<file path="config.mk">
export PLATFORM = sky130hd
export DESIGN_NAME = sensor_debounce
export DESIGN_NICKNAME = d
export VERILOG_FILES = /design/src/rtl/sensor_debounce.sv
export SDC_FILE = /design/constraint.sdc
export NUM_CORES = 1
export LEC_CHECK = 0
export ABC_AREA = 1
export BUFFER_PORTS_ARGS = -buffer_cell sky130_fd_sc_hd__buf_2
export CELL_PAD_IN_SITES_DETAIL_PLACEMENT = 0
export CELL_PAD_IN_SITES_GLOBAL_PLACEMENT = 1
export CORE_ASPECT_RATIO = 0.8
export CORE_UTILIZATION = 50
export DETAILED_ROUTE_END_ITERATION = 7
export PLACE_DENSITY = 0.82
export SLEW_MARGIN = 10
export SYNTH_ARGS = -nofsm -noshare
export SYNTH_HDL_FRONTEND = slang
export SYNTH_SLANG_ARGS = --single-unit
</file>
<file path="constraint.sdc">
create_clock -name Clk -period 4.05 [get_ports Clk]
set_clock_uncertainty 0.05 [all_clocks]
set_input_delay 0.2025 -clock Clk [delete_from_list [all_inputs] [get_ports Clk]]
set_output_delay 0.2025 -clock Clk [all_outputs]
set_load 0.02 [all_outputs]
</file>
<file path="src/rtl/sensor_debounce.sv">
// Sensor synchroniser and per-channel debouncer with a shared change strobe.
// Optional rejected-glitch counter: define DEBOUNCE_GLITCH_CNT_EN.
module sensor_debounce #(
  parameter int DEBOUNCE_CYCLES = 4,
  parameter int CNT_W           = 8
) (
  input  logic       Clk,
  input  logic       Rst,
  input  logic       H1_raw,
  input  logic       H2_raw,
  input  logic       B1_raw,
  input  logic       B2_raw,
  output logic       H1,
  output logic       H2,
  output logic       B1,
  output logic       B2,
`ifdef DEBOUNCE_GLITCH_CNT_EN
  output logic [7:0] Glitch_cnt,
`endif
  output logic       Changed
);

  localparam logic [CNT_W-1:0] LAST = CNT_W'(DEBOUNCE_CYCLES - 1);

  logic [3:0]       raw;
  logic [3:0]       s1;
  logic [3:0]       s2;
  logic [3:0]       db;
  logic [3:0]       pend;
  logic [3:0]       accept;
  logic [CNT_W-1:0] cnt [4];

  assign raw = {B2_raw, B1_raw, H2_raw, H1_raw};
  assign H1  = db[0];
  assign H2  = db[1];
  assign B1  = db[2];
  assign B2  = db[3];

  always_comb begin
    pend   = '0;
    accept = '0;
    for (int i = 0; i < 4; i++) begin
      pend[i]   = s2[i] != db[i];
      accept[i] = pend[i] && (cnt[i] == LAST);
    end
  end

  always_ff @(posedge Clk) begin
    if (Rst) begin
      s1      <= '0;
      s2      <= '0;
      db      <= '0;
      Changed <= 1'b0;
      for (int i = 0; i < 4; i++) cnt[i] <= '0;
    end else begin
      s1      <= raw;
      s2      <= s1;
      db      <= db ^ accept;
      Changed <= |accept;
      for (int i = 0; i < 4; i++) begin
        if (pend[i] && !accept[i]) cnt[i] <= cnt[i] + 1'b1;
        else                       cnt[i] <= '0;
      end
    end
  end

`ifdef DEBOUNCE_GLITCH_CNT_EN
  logic [3:0] glitch;
  logic [2:0] gsum;
  logic [8:0] gnext;

  // A pending run that ends with s2 back at the output level was a glitch
  always_comb begin
    glitch = '0;
    for (int i = 0; i < 4; i++)
      glitch[i] = !pend[i] && (cnt[i] != '0);
    gsum  = 3'($countones(glitch));
    gnext = {1'b0, Glitch_cnt} + {6'd0, gsum};
  end

  always_ff @(posedge Clk) begin
    if (Rst)           Glitch_cnt <= '0;
    else if (gnext[8]) Glitch_cnt <= 8'hFF;
    else               Glitch_cnt <= gnext[7:0];
  end
`endif

endmodule

</file>
==> reports/results.ini, run 1 <==
[run_status]
status = complete, no violations

[drt]
drcViolationCount = 0
ant_nets = 0
routed_via_density = 4.33
wirelength_um = 3410
dr.pass1.iters = 4
via_count = 1588
wl_per_cell_um = 9.29
drt_iter0_drc = 66

[cells_and_area]
final_cell_mix = nand2_1 (50), nor2_1 (47), inv_1 (40), edfxtp_1 (32), conb_1 (32)
antenna_cells = 0
final_cells = 367
areaGrowthSynthToFinish_pct = 14.2
multi_input_area_um2 = 967
register_area_um2 = 1220
nets = 319
drive_gt1_share_pct = 14.2
fillers = 421
mostFrequentLayoutCell = nand2_1

[timing]
fmaxAchievable_mhz = 651
fin_crit_ns = 1.54
drv_slew = 0
setup_violations = 0
grt_setup_unrepaired = no
fin_setup_tns_ns = 0
finalWorstSetupSlack_ns = 2.51
hold_viol_final = 0
period_share_pct = 37.9

[clocking]
postCtsHoldBufs = 0
htreeDepth = 2
cts_max_path_buffers = 2
numCtsBuffers = 5
cts_num_sinks = 45
cts_resized = 0
postCtsSetupRepairBufs = 0
clkTransAtPathRegs_ns = 0.08
clk-insertion-delay-late_ns = 0.29
cts_root_buffer = clkbuf_8
cts_tree = built

[yosys]
synth-seq-cells = 45
synth_area_um2 = 2270
ys_warn_count = 0
synth_cell_types = 26
syn_area_per_cell_um2 = 8.67
synth_seq_area_share_pct = 53.8
synth_cells = 262

[floorplan]
io_pins = 11
start_util_pct = 53.4
die-width_um = 77.3
die-area_um2 = 4820
chipHeight_um = 62.3
std_cell_rows = 21
coreArea_um2 = 4260

[setup_path]
crit_required_ns = 4.05
startpoint = cnt[1][0]$_SDFFCE_PP0P_
critPathLaunchType = register
worstSetupPathType = reg2reg
rr_startpoint = cnt[1][0]$_SDFFCE_PP0P_
cp-end-kind = register
crit_path_max_fanout = 6
worstPathArrival_ns = 1.53

[global_routing]
grt_max_degree = 14
grt_remaining_overflow = 0
grt_pass1_vias = 1544
antenna_found_initial = 0
grt_pass1_wl_um = 6560
grt.total_usage_pct = 17.4

[placement]
dp_worst_setup_slack_ns = 2.53
dp_hpwl_um = 2610
place_congestion = 0.744
io_buffers = 10
place_inst = 359

[hold_path]
hp-class = in2reg
worstHoldStart = B1_raw

[power_and_ir_drop]
p_leak_nw = 1.19
ir_drop_mv = 0.208
powerDensity_nw_per_um2 = 330

[run]
drv_cap = 0

==> sequential cells by signal, indices dropped and copies added (netlist names), named ones only <==
register	flops
s1	4
Changed	1
s2	4
cnt	32
==> cells by family (layout without fill, tap and decap cells) <==
family | Yosys count | after routing | share of synthesized area [%]
AO/OA/AOI/OAI | 12 | 12 | 2.75
XOR/XNOR | 15 | 15 | 5.79
adder cells (fa/ha/maj) | 4 | 4 | 2.20
buffers and inverters | 52 | 69 | 8.76
flip-flops | 45 | 45 | 53.8
other | 1 | 32 | 0.165
AND/OR/NAND/NOR | 133 | 133 | 26.6
==> worst max-delay path: stages (launching register included) <==
cell	delay (ns)
edfxtp_1	0.37
ha_1	0.21
nand2_1	0.07
nor2_1	0.18
and2_4	0.20
nor2_4	0.04
inv_2	0.10
nor2_1	0.06
==> path summary, 6_finish.rpt <==
path                                   to  slack, ns  cells after the start
setup / recovery  cnt[1][6]$_SDFFCE_PP0P_       2.51                      7
hold reg to reg          s2[1]$_SDFF_PP0_       0.35                      2
setup reg to reg  cnt[1][6]$_SDFFCE_PP0P_       2.51                      7
hold / removal           s1[2]$_SDFF_PP0_       0.06                      3
==> final cells by class <==
cell class                      instances  area share, %
Multi-Input combinational cell        196           37.3
Timing Repair Buffer                   10           1.93
Sequential cell                        45           47.1
Inverter                               51           7.48
Clock buffer                            8           3.47
Tap cell                               57           2.75
==> power by group <==
part / leakage, nW / switching [mW] / internal [mW]
Combinational: 0.707 / 0.0337 / 0.0186
Clock: 0.0455 / 0.140 / 0.139
Sequential: 0.437 / 0.0142 / 0.511
==> layer usage <==
layer	GRT usage, %	vias up	share of wire (%)
li1	-	872	-
met5	0	-	0
met4	7.08	0	1.7
met3	4.56	7	3.2
met2	27.0	21	43
met1	23.1	688	52
==> Yosys cell counts (all sizes together) <==
cell type / n / share of area, %
a31oi: 2 / 0.55
nand2: 52 / 8.8
ha: 4 / 2.2
nand4: 2 / 0.55
conb: 1 / 0.17
edfxtp: 32 / 42
dfxtp: 13 / 11
xnor2: 3 / 1.2
inv: 51 / 8.5
buf: 1 / 0.22
nand3: 16 / 4.0
and2: 2 / 0.77
xor2: 12 / 4.6
nor2: 56 / 11
nor3: 4 / 1.1
a21oi: 5 / 1.1
o21ai: 5 / 1.1
or2: 1 / 0.28
==> through the flow <==
stage	total power, mW	instance area [um2]	hold slack, ns	utilization, %
floorplan	0.575	2390	0.259	-
global placement	0.586	2500	0.340	58.8
detailed placement	0.587	2500	0.346	58.8
CTS	0.870	2590	0.0527	60.9
global route	0.902	2590	0.0745	60.9
finish	0.856	2590	0.0588	60.9
Note: power is estimated with default switching activity, not from simulation.
==> run 2, diff against run 1 <==
--- a/config.mk
+++ b/config.mk
@@ -10,9 +10,9 @@
 export CELL_PAD_IN_SITES_DETAIL_PLACEMENT = 0
 export CELL_PAD_IN_SITES_GLOBAL_PLACEMENT = 1
 export CORE_ASPECT_RATIO = 0.8
-export CORE_UTILIZATION = 50
+export CORE_UTILIZATION = 42
 export DETAILED_ROUTE_END_ITERATION = 7
-export PLACE_DENSITY = 0.82
+export PLACE_DENSITY = 0.73
 export SLEW_MARGIN = 10
 export SYNTH_ARGS = -nofsm -noshare
 export SYNTH_HDL_FRONTEND = slang
==> constraint.sdc (replaced) <==
create_clock -name Clk -period 1.26 [get_ports Clk]
set_clock_uncertainty 0.05 [all_clocks]
set_input_delay 0.063 -clock Clk [delete_from_list [all_inputs] [get_ports Clk]]
set_output_delay 0.063 -clock Clk [all_outputs]
set_load 0.02 [all_outputs]
==> reports/results.ini, run 2 (same netlist as run 1, synthesis figures left out) <==
[drt]
via_count = 1825
drt_iter0_drc = 56
met1_length_um = 2130
wl_per_cell_um = 9.95
met3_length_um = 82
routed_via_density = 4.22
wl_met2_um = 2060
dr.max_layer_used = met4
drcViolationCount = 0
ant_nets = 0
dr.pass1.iters = 4
wirelength_um = 4300

[power_and_ir_drop]
powerDensity_nw_per_um2 = 928
ir_drop_mv = 0.761
total_power_mw = 3.16
p_leak_nw = 1.53

[hold_path]
hold_depth = 4
hp-class = in2reg

[cells_and_area]
largest_register = cnt
areaGrowthSynthToFinish_pct = 49.8
final_cell_mix = buf_4 (50), nand2_1 (37), inv_1 (36), edfxtp_1 (32), conb_1 (32)
largest_reg_flops = 32
fin_area_um2 = 3400
mostFrequentLayoutCell = buf_4
antenna_cells = 0
drive_gt1_share_pct = 43.0
nets = 379
fillers = 415
reg.largest.list = cnt (32), s1 (4), s2 (4)

[setup_path]
critPathLaunchType = register
cp-end-kind = register
worstSetupPathType = reg2reg
crit_path_max_fanout = 5
reg2reg_depth = 7
crit_required_ns = 1.35
reg2reg_setup_slack_ns = -0.14
worstPathArrival_ns = 1.49

[global_routing]
grt_remaining_overflow = 0
grt.total_usage_pct = 15.3
grt_pass1_wl_um = 6680
grt_max_degree = 14
grt_pass1_vias = 1654
antenna_found_initial = 0

[clocking]
numCtsBuffers = 5
cts_num_sinks = 45
cts_max_path_buffers = 2
cts_tree = built
clkTransAtPathRegs_ns = 0.09
clk-insertion-delay-late_ns = 0.29
htreeDepth = 2
cts_root_buffer = clkbuf_8

[timing]
period_share_pct = 111
fin_setup_tns_ns = -3.19
fmaxAchievable_mhz = 713
finalWorstSetupSlack_ns = -0.143
hold_viol_final = 0
hold_slack_ns = 0.0460
setup_violations = 36
grt_setup_unrepaired = yes
drv_slew = 0
fin_crit_ns = 1.40

[placement]
place_congestion = 0.763
dp_worst_setup_slack_ns = -0.160
placed_area_um2 = 2900
dp_hpwl_um = 2880
io_buffers = 10

[floorplan]
coreArea_um2 = 5090
die-area_um2 = 5710
chipHeight_um = 67.8
std_cell_rows = 23
io_pins = 11
start_util_pct = 44.6
die-width_um = 84.2

[run]
drv_cap = 0

[run_status]
violations = negative setup slack
status = complete, but fails checks

==> run 2: cell types whose count changed in the layout (fill, tap and decap cells not counted), moves of 3 or more <==
cell	previous run	this run
nand3_4	0	4
buf_4	0	50
nor2_2	7	25
inv_1	40	36
nand3_1	14	10
nor2_1	47	20
nand2_2	2	14
nor3_1	3	0
nor2_4	1	10
dlygate4sd3_1	0	4
nand2_1	50	37
buf_6	0	4
ha_1	4	0
==> run 2: stage by stage <==
step | utilization (%) | instances
after floorplan | - | 293
after global placement | 56.8 | 412
after detailed placement | 56.8 | 412
after CTS | 61.7 | 427
after global routing | 66.8 | 432
final | 66.8 | 432
==> run 2: area by class of cell <==
type / instances / area [um2] / share of cell area (%)
Timing Repair Buffer: 70 / 551 / 16.2
Clock inverter: 1 / 30.0 / 0.883
Inverter: 51 / 201 / 5.92
Tap cell: 62 / 77.6 / 2.28
Clock buffer: 7 / 86.3 / 2.54
Multi-Input combinational cell: 196 / 1230 / 36.3
Sequential cell: 45 / 1220 / 35.9
==> run 2: worst max-delay path, stage by stage (launching register included) <==
cell      delay, ns
edfxtp_1       0.46
ha_4           0.21
inv_2          0.06
nor2_4         0.04
nand2_2        0.09
nand3_4        0.09
buf_12         0.15
nor3_2         0.11
==> run 2: path summary, 6_finish.rpt <==
path / from / end
worst min-delay path: Rst / register
worst max register to register: cnt[3][1]$_SDFFCE_PP0P_ / cnt[3][2]$_SDFFCE_PP0P_
worst min register to register: s1[2]$_SDFF_PP0_ / s2[2]$_SDFF_PP0_
worst max-delay path: cnt[3][1]$_SDFFCE_PP0P_ / cnt[3][2]$_SDFFCE_PP0P_
==> run 2: metal layers <==
metal	GRT usage [%]	vias to the layer above
met3	3.67	2
li1	-	995
met5	0	-
met2	26.0	12
met1	19.3	816
met4	5.82	0
==> run 2: repair_timing <==
item                       in CTS  in global routing
hold endpoints to repair        4                  0
resized for setup              19                 59
setup endpoints to repair      37                 37
pin swaps                      11                 15
hold buffers                    4                  0
setup buffers                   3                  5
==> run 2: power breakdown <==
part / switching, mW / internal (mW)
Clock: 0.484 / 0.647
Sequential: 0.0350 / 1.64
Combinational: 0.185 / 0.165
==> run 3, diff against run 2 <==
--- a/config.mk
+++ b/config.mk
@@ -5,12 +5,11 @@
 export SDC_FILE = /design/constraint.sdc
 export NUM_CORES = 1
 export LEC_CHECK = 0
-export ABC_AREA = 1
 export BUFFER_PORTS_ARGS = -buffer_cell sky130_fd_sc_hd__buf_2
 export CELL_PAD_IN_SITES_DETAIL_PLACEMENT = 0
 export CELL_PAD_IN_SITES_GLOBAL_PLACEMENT = 1
 export CORE_ASPECT_RATIO = 0.8
-export CORE_UTILIZATION = 42
+export CORE_UTILIZATION = 44
 export DETAILED_ROUTE_END_ITERATION = 7
 export PLACE_DENSITY = 0.73
 export SLEW_MARGIN = 10
==> reports/results.ini, run 3 <==
[run_status]
status = complete, but fails checks
violations = negative setup slack

[floorplan]
coreArea_um2 = 4620
die-width_um = 79.8
die-area_um2 = 5120
start_util_pct = 46.0
io_pins = 11
chipHeight_um = 64.2
std_cell_rows = 22

[setup_path]
worstPathArrival_ns = 1.58
reg2reg_depth = 4
path_cells = ha_4 > nor4b_4 > a211o_4 > a21oi_2
worstSetupPathType = reg2reg
cp_slowest_cell = edfxtp_1
cpLargestDelayFamily = compound AO/OA/AOI/OAI gates
crit_buf_inv = 0
critPathLaunchType = register
crit_path_max_fanout = 8
reg2reg_setup_slack_ns = -0.21
startpoint = cnt[0][0]$_SDFFCE_PP0P_
critical_path.max_stage_delay_ns = 0.44
crit_required_ns = 1.37
rr_startpoint = cnt[0][0]$_SDFFCE_PP0P_
r2r_end = cnt[0][5]$_SDFFCE_PP0P_
cp-end-kind = register

[placement]
place_inst = 331
io_buffers = 10
place_congestion = 0.835
placed_area_um2 = 2760
dp_hpwl_um = 2830

[drt]
routed_via_density = 4.83
wl_per_cell_um = 11.7
drt_iter0_drc = 73
dr.pass1.iters = 4
drcViolationCount = 0
ant_nets = 0
wirelength_um = 4090
via_count = 1687

[clocking]
cts_num_sinks = 45
numCtsBuffers = 5
cts_max_path_buffers = 2
clk-insertion-delay-late_ns = 0.29
clkTransAtPathRegs_ns = 0.08
cts_tree = built
htreeDepth = 2
cts_root_buffer = clkbuf_8

[global_routing]
grt_remaining_overflow = 0
grt.total_usage_pct = 18.2
grt_pass1_vias = 1674
antenna_found_initial = 0
grt_pass1_wl_um = 7180
grt_max_degree = 14
use_met2_pct = 30.0
gr-usage-met3_pct = 4.29
grt.met1_usage_pct = 22.9
grt-busiest-layer = met2

[timing]
period_share_pct = 117
fin_setup_tns_ns = -6.27
hold_viol_final = 0
setup_violations = 37
fmaxAchievable_mhz = 679
fin_crit_ns = 1.47
grt_setup_unrepaired = yes
drv_slew = 0
finalWorstSetupSlack_ns = -0.214

[yosys]
ys_warn_count = 0
yosysMostFrequentCell = edfxtp_1
synth_mux_area_share_pct = 0
synth_fa_ha_area_share_pct = 2.35
synthTopCellsByCount = edfxtp_1 (32), nor2_1 (20), nand3_1 (16)
synth_seq_area_share_pct = 57.3
synth_compound_area_share_pct = 11.3
synth-simple-area-share_pct = 21.2
synth-seq-cells = 45
synth_cells = 189
synth_cell_types = 33
synth_top_area_cell = edfxtp_1
synth_top_family_by_area = simple AND/OR/NAND/NOR gates
synthFlopType = edfxtp_1
synthDominantCellAreaShare_pct = 45.1
synth-xor-area-share_pct = 6.58
synth_area_um2 = 2130
yosys-top-cells-area = edfxtp_1 (45%), dfxtp_1 (12%), nand3_1 (3.8%)
syn_area_per_cell_um2 = 11.3
synth_edf_count = 32
ys_async_sr_fraction_pct = 0

[power_and_ir_drop]
total_power_mw = 3.04
pwr-share-clk_pct = 34.9
p_int_mw = 2.37
combPwrFrac_pct = 9.3
p_leak_nw = 1.16
switchingPower_mw = 0.664
powerDensity_nw_per_um2 = 972
seqPwrFrac_pct = 55.8
ir_drop_mv = 0.661
p_sw_share_pct = 21.9

[cells_and_area]
nets = 298
final_cells = 349
drive_gt1_share_pct = 41.2
antenna_cells = 0
mostFrequentLayoutCell = buf_4
largest_reg_flops = 32
largest_register = cnt
areaGrowthSynthToFinish_pct = 46.7
fillers = 375
reg.largest.list = cnt (32), s1 (4), s2 (4)
final_cell_mix = buf_4 (46), edfxtp_1 (32), conb_1 (32), nand3_1 (16), a21oi_2 (16)
fin_area_um2 = 3120

[hold_path]
worstHoldStart = Rst
hold_depth = 2
hp-class = in2reg

[run]
drv_cap = 0

[run 3: cell types whose count changed after synthesis, sizes merged, moves of 5 or more]
| cell | change |
|---|---|
| nor2b | +8 |
| inv | -46 |
| or3 | +10 |
| o21ai | +5 |
| a21oi | +11 |
| nor2 | -36 |
| xnor2 | +5 |
| nand2 | -43 |
[run 3: worst max path at each step]
stage,end,depth (start not counted)
floorplan,cnt[0][5]$_SDFFCE_PP0P_,4
global placement,cnt[0][5]$_SDFFCE_PP0P_,4
detailed placement,cnt[0][5]$_SDFFCE_PP0P_,4
CTS,cnt[1][6]$_SDFFCE_PP0P_,4
global route,cnt[2][6]$_SDFFCE_PP0P_,4
finish,cnt[0][5]$_SDFFCE_PP0P_,4
[run 3: stage by stage]
stage                     hold WS (ns)  util [%]  setup slack [ns]
after floorplan                 0.0846         -            -0.191
after global placement           0.225      59.7            -0.195
after detailed placement         0.228      59.7            -0.265
after CTS                       0.0642      65.6            -0.204
after global routing            0.0744      67.6            -0.286
final                           0.0651      67.6            -0.214
[run 3: power groups by stage]
| stage | clock [mW] | combinational, mW | sequential (mW) |
|---|---|---|---|
| finish | 1.06 | 0.282 | 1.69 |
| global route | 1.15 | 0.314 | 1.70 |
| CTS | 1.10 | 0.260 | 1.69 |
| detailed placement | 0 | 0.228 | 1.73 |
| global placement | 0 | 0.223 | 1.72 |
| floorplan | 0 | 0.112 | 1.73 |
[run 3: cell families after synthesis]
group	Yosys count
simple gates	80
flops	45
compound gates	37
xor+xnor	16
buf+inv	6
fa+ha+maj	4
other cells	1
[run 3: cell type report]
| type | instances | area, um2 | area share (%) |
|---|---|---|---|
| well taps | 60 | 75.1 | 2.40 |
| multi-input cells | 169 | 1240 | 39.8 |
| flip-flops and latches | 45 | 1220 | 39.1 |
| clock inverters | 2 | 33.8 | 1.08 |
| inverters | 5 | 18.8 | 0.601 |
| repair buffers | 62 | 458 | 14.7 |
| clock buffers | 6 | 72.6 | 2.32 |
[run 3: per-layer routing]
metal	part of all wire [%]	wire length (um)	vias to the layer above
met4	1.4	59	0
met5	0	0	-
met2	49	2020	14
met3	2.2	89	7
met1	47	1910	803
li1	-	-	863
[run 3: repair_timing]
item | 4_1_cts | 5_1_grt
hold buffers | 4 | 0
endpoints found under the setup margin | 37 | 37
buffers inserted | 3 | 3
pin swaps | 18 | 16
endpoints found under the hold margin | 4 | 0
gates resized for setup | 22 | 21
